<file path="src/rtl/rr_pop_stage.sv">
// rtl/rr_pop_stage.sv - round-robin pop strobe generator with 2-entry output skid buffer
// Converts the arbiter selection into a one-hot FIFO pop and buffers the popped word.
module rr_pop_stage #(
    parameter int QUEUE_QUANTITY = 4,
    parameter int DATA_BITS      = 8,
    parameter int CNT_BITS       = 16,
    localparam int SEL_BITS      = $clog2(QUEUE_QUANTITY)
) (
    input  logic                               clk,
    input  logic                               rst,
    input  logic                               enb,
    input  logic [SEL_BITS-1:0]                selector,
    input  logic                               selector_enb,
    input  logic [QUEUE_QUANTITY-1:0]          buf_empty,
    input  logic [QUEUE_QUANTITY*DATA_BITS-1:0] fifo_data_out,
    output logic [QUEUE_QUANTITY-1:0]          pop,
    output logic [DATA_BITS-1:0]               data_out,
    output logic [SEL_BITS-1:0]                queue_out,
    output logic                               data_valid,
    input  logic                               out_ready,
    output logic [QUEUE_QUANTITY*CNT_BITS-1:0] pop_count,
    output logic                               err_underflow
);

    typedef enum logic [1:0] {
        EMPTY = 2'd0,
        ONE   = 2'd1,
        FULL  = 2'd2
    } occ_t;

    occ_t                 occ;
    logic [DATA_BITS-1:0] data_mem [2];
    logic [SEL_BITS-1:0]  qid_mem  [2];
    logic                 rd_ptr;
    logic                 wr_ptr;
    logic [CNT_BITS-1:0]  cnt [QUEUE_QUANTITY];

    logic                 space;
    logic                 sel_empty;
    logic [DATA_BITS-1:0] sel_data;
    logic                 push;
    logic                 drain;

    always_comb begin
        sel_data = '0;
        for (int i = 0; i < QUEUE_QUANTITY; i++) begin
            if (SEL_BITS'(i) == selector) begin
                sel_data = fifo_data_out[i*DATA_BITS +: DATA_BITS];
            end
        end
    end

    // space comes from registered occupancy only, so out_ready never reaches pop
    assign space     = (occ != FULL);
    assign sel_empty = buf_empty[selector];
    assign push      = !rst && enb && selector_enb && !sel_empty && space;
    assign drain     = (occ != EMPTY) && out_ready;

    always_comb begin
        pop           = '0;
        pop[selector] = push;
    end

    assign data_out   = data_mem[rd_ptr];
    assign queue_out  = qid_mem[rd_ptr];
    assign data_valid = (occ != EMPTY);

    always_ff @(posedge clk or posedge rst) begin
        if (rst) begin
            occ           <= EMPTY;
            rd_ptr        <= 1'b0;
            wr_ptr        <= 1'b0;
            err_underflow <= 1'b0;
            for (int i = 0; i < 2; i++) begin
                data_mem[i] <= '0;
                qid_mem[i]  <= '0;
            end
            for (int i = 0; i < QUEUE_QUANTITY; i++) begin
                cnt[i] <= '0;
            end
        end else begin
            if (push) begin
                data_mem[wr_ptr] <= sel_data;
                qid_mem[wr_ptr]  <= selector;
                wr_ptr           <= ~wr_ptr;
            end
            if (drain) begin
                rd_ptr <= ~rd_ptr;
            end
            case (occ)
                EMPTY:   if (push) occ <= ONE;
                ONE: begin
                    if (push && !drain)      occ <= FULL;
                    else if (!push && drain) occ <= EMPTY;
                end
                FULL:    if (drain) occ <= ONE;
                default: occ <= EMPTY;
            endcase
            for (int i = 0; i < QUEUE_QUANTITY; i++) begin
                if (pop[i]) cnt[i] <= cnt[i] + CNT_BITS'(1);
            end
            if (enb && selector_enb && sel_empty) begin
                err_underflow <= 1'b1;
            end
        end
    end

    for (genvar g = 0; g < QUEUE_QUANTITY; g++) begin : g_cnt
        assign pop_count[g*CNT_BITS +: CNT_BITS] = cnt[g];
    end

endmodule

</file>
<file path="config.mk">
export PLATFORM = sky130hd
export DESIGN_NAME = rr_pop_stage
export DESIGN_NICKNAME = d
export VERILOG_FILES = /design/src/rtl/rr_pop_stage.sv
export SDC_FILE = /design/constraint.sdc
export NUM_CORES = 1
export LEC_CHECK = 0
export CAP_MARGIN = 40
export CORE_MARGIN = 4
export CORE_UTILIZATION = 43
export CTS_CLUSTER_DIAMETER = 200
export DETAILED_ROUTE_END_ITERATION = 8
export GPL_TIMING_DRIVEN = 0
export PLACE_DENSITY = 0.81
export REMOVE_ABC_BUFFERS = 1
export SETUP_SLACK_MARGIN = 0.05
export SLEW_MARGIN = 20
export SYNTH_ARGS = -nofsm -noshare
export SYNTH_HDL_FRONTEND = slang
export SYNTH_SLANG_ARGS = --single-unit
</file>
<file path="constraint.sdc">
create_clock -name clk -period 5.7 [get_ports clk]
set_clock_uncertainty 0.05 [all_clocks]
set_input_delay 1.425 -clock clk [delete_from_list [all_inputs] [get_ports clk]]
set_output_delay 1.425 -clock clk [all_outputs]
set_load 0.1 [all_outputs]
</file>
==> impl_metrics.py <==
metrics = {
    "global_routing": {
        "grt_antenna_before_repair": 0,
        "gr-total-overflow": 0,
        "grt_pass1_wl_um": 20400,
        "track_usage_pct": 22.1,
        "grt_pass1_vias": 4091,
        "grt_max_degree": 57,
    },
    "clock_tree": {
        "clk_pin_slew_ns": 0.08,
        "h-tree-depth": 3,
        "cts_tree": "built",
        "cts_root_buf": "clkbuf_8",
        "clkLatencyLatePin_ns": 0.35,
        "max-clock-path-buffers": 2,
        "clock-sinks": 89,
        "cts_inserted_buffers": 9,
    },
    "min_path": {
        "hold_path.class": "register to register",
        "worst_hold_path.num_cells": 1,
        "hold_path_end": "err_underflow",
        "holdCritStartpoint": "err_underflow",
    },
    "final_layout": {
        "drive_above_1_share_pct": 27.4,
        "syn_to_final_growth_pct": 70.0,
        "fin_nets": 604,
        "fin_cells": 695,
        "diodes": 0,
        "utilization_pct": 74.7,
    },
    "placed_design": {
        "dp.cells": 676,
        "dp_hpwl_um": 9300,
        "post-place-ws_ns": -0.170,
        "gp_congestion": 0.817,
        "io_buffers": 122,
    },
    "drt": {
        "dr.pass1.iters": 4,
        "drt-initial-drc-count": 74,
        "remaining_drc_errors": 0,
        "totalWireLength_um": 12100,
        "wire_per_inst_um": 17.4,
        "vias": 3567,
        "vias_per_cell": 5.13,
        "antenna_left": 0,
    },
    "setup_path": {
        "path_max_fanout": 36,
        "reg2reg_from": "occ[1]",
        "slowest_stage": "clkdlybuf4s50_1",
        "crit_chain": "clkdlybuf4s50_1, inv_6, nand4_1, nor2_1, clkdlybuf4s50_1, buf_8",
        "ff2ff_setup_slack_ns": 3.42,
        "start_kind": "primary input",
        "critPathTopFamily": "buffers and inverters",
        "path_buf_inv": 4,
        "critPathMaxStageDelay_ns": 0.63,
        "required_ns": 4.22,
        "setup.worst_path.class": "primary input to primary output",
        "r2r_cells": 6,
        "arrival_ns": 3.99,
        "worst_r2r_endpoint": "data_mem[8]",
        "worstSetupEndpointType": "primary output",
        "path_common_cell": "clkdlybuf4s50_1",
    },
    "timing": {
        "fin_crit_ns": 5.47,
        "setup_ws_ns": 0.235,
        "slew_headroom_pct": 47.3,
        "tightestPinTransition_ns": 0.784,
        "finalCritPeriodShare_pct": 95.9,
        "rsz0062_at_grt": "false",
        "drv_slew": 0,
        "setup_violations": 0,
        "fmax_ghz": 0.183,
        "hold_ws_ns": 0.420,
        "hold_viol": 0,
    },
    "floorplan": {
        "initial_core_util_pct": 44.0,
        "core_area_mm2": 0.00977,
        "dieArea_mm2": 0.0117,
        "die_w_um": 108,
        "pin_count": 123,
        "die_height_um": 108,
        "row_count": 36,
    },
    "pwr": {
        "switchingPower_mw": 1.08,
        "switching_share_pct": 41.7,
        "leakage_nw": 3.16,
        "finalPower_mw": 2.58,
        "p_int_mw": 1.51,
        "pwr-share-seq_pct": 31.6,
        "pwr-share-comb_pct": 51.0,
        "powerDensity_mw_per_mm2": 353,
        "share_clk_of_total_power_pct": 17.4,
        "vdd_drop_max_mv": 0.375,
    },
    "synth": {
        "synthArstFlopShare_pct": 100,
        "ys_warn_count": 0,
        "synth_edf_count": 0,
        "synthFlopType": "dfrtp_1",
        "syn_area_mm2": 0.00430,
        "synth_cell_types": 37,
        "synth-seq-area-share_pct": 51.8,
        "synth_seq_cells": 89,
        "syn_area_per_cell_um2": 12.3,
        "syn_inst": 348,
    },
    "outcome": {
        "status": "complete, no violations",
    },
    "job": {
        "max-cap-violations": 0,
    },
}
==> power groups by stage <==
| stage | Sequential (mW) | Combinational, mW | Clock [mW] |
|---|---|---|---|
| after detailed placement | 0.829 | 1.32 | 0 |
| after global placement | 0.816 | 0.979 | 0 |
| final | 0.816 | 1.32 | 0.448 |
| after floorplan | 0.975 | 0.599 | 0 |
| after global routing | 0.830 | 1.37 | 0.489 |
| after CTS | 0.817 | 1.33 | 0.462 |
==> placed cells by master, fill, tap and decap left out, types with 2 or more instances in the layout <==
master | synthesis | layout
nor3_1 | 14 | 14
clkbuf_8 | 0 | 11
mux4_2 | 9 | 9
and4b_1 | 2 | 2
dfrtp_1 | 89 | 89
xor2_1 | 22 | 22
or2_2 | 2 | 2
nand3b_1 | 3 | 3
and2_1 | 2 | 2
buf_8 | 0 | 69
nand4b_1 | 2 | 2
nand3_1 | 23 | 23
nor2b_1 | 5 | 5
mux2i_1 | 3 | 3
and3_1 | 10 | 10
inv_6 | 0 | 3
and4_1 | 8 | 8
nor3b_1 | 4 | 4
clkinvlp_4 | 0 | 2
ha_1 | 4 | 4
nor4_2 | 2 | 3
nand2_1 | 18 | 18
buf_16 | 0 | 14
nand4_1 | 17 | 17
clkdlybuf4s50_1 | 0 | 122
nor2_1 | 5 | 5
mux2_2 | 34 | 34
xnor2_1 | 40 | 40
nor4_1 | 6 | 5
buf_4 | 2 | 2
inv_1 | 4 | 3
==> synthesized netlist by cell type, types with 2 or more instances <==
cell       n  area [µm²]
dfrtp_1   89        2230
xnor2_1   40         350
mux2_2    34         383
nand3_1   23         115
xor2_1    22         193
nand2_1   18        67.6
nand4_1   17         106
nor3_1    14        70.1
and3_1    10        62.6
mux4_2     9         203
and4_1     8        70.1
clkbuf_1   7        26.3
nor4_1     6        37.5
nor2_1     5        18.8
nor2b_1    5        31.3
ha_1       4        50.1
inv_1      4        15.0
nor3b_1    4        30.0
mux2i_1    3        30.0
nand3b_1   3        22.5
and2_1     2        12.5
and4b_1    2        20.0
buf_4      2        15.0
nand4b_1   2        17.5
nor4_2     2        25.0
or2_2      2        12.5
==> cell type report <==
cell class	count	area (µm²)
repair buffers	209	2680
fillers	659	2470
flip-flops and latches	89	2230
multi-input cells	244	2010
well taps	133	166
clock buffers	11	141
clock inverters	5	62.6
inverters	4	20.0
==> sequential cells by signal, summed over array words and instances, names as in the netlist <==
signal         flops
occ                2
wr_ptr             1
err_underflow      1
rd_ptr             1
pop_count         64
qid_mem            4
data_mem          16
==> per-layer routing <==
metal,share of wire (%),global-route usage [%],vias up
met5,0,0,-
met1,40,26.8,1795
met2,54,39.3,80
met4,1.9,7.94,0
li1,-,-,1674
met3,3.8,3.94,18
==> worst register-to-register path: stages, from the launching register on <==
cell	delay (ns)
dfrtp_1	0.45
nor2b_1	0.25
nor4_4	0.27
clkbuf_8	0.24
nor2b_1	0.31
buf_4	0.25
mux2_2	0.36
==> kinds of logic (layout without fill, tap and decap cells) <==
kind of cell / Yosys count / count (layout) / synth area share, %
AOI/OAI and AO/OA: 3 / 3 / 0.437
xor gates and xnor gates: 62 / 62 / 12.6
adders and majority gates: 4 / 4 / 1.16
buffers and inverters: 15 / 229 / 1.51
DFF: 89 / 89 / 51.8
muxes: 46 / 46 / 14.3
and+or+nand+nor: 129 / 129 / 18.1
==> how the worst max path moves through the flow <==
stage / from / endpoint / depth (start not counted)
5_1_grt: rst / pop[0] / 6
3_3_place_gp: rst / pop[1] / 5
2_1_floorplan: rst / pop[0] / 3
6_report: rst / pop[0] / 6
3_5_place_dp: selector[1] / pop[1] / 6
4_1_cts: selector[1] / pop[3] / 5
==> per-stage QoR <==
step / TNS [ns] / cell area (µm²)
6_report: 0 / 7300
5_1_grt: 0 / 7300
3_3_place_gp: -35.55 / 5630
2_1_floorplan: -3.61 / 4250
3_5_place_dp: -0.170 / 7060
4_1_cts: 0 / 7270
==> what timing repair did <==
item | CTS | global route
setup buffers | 1 | 0
endpoints found under the setup margin | 1 | 1
pin swaps | 1 | 1
hold buffers | 0 | 0
resized for setup | 0 | 1
No activity file was read; power rests on OpenSTA's default activity.
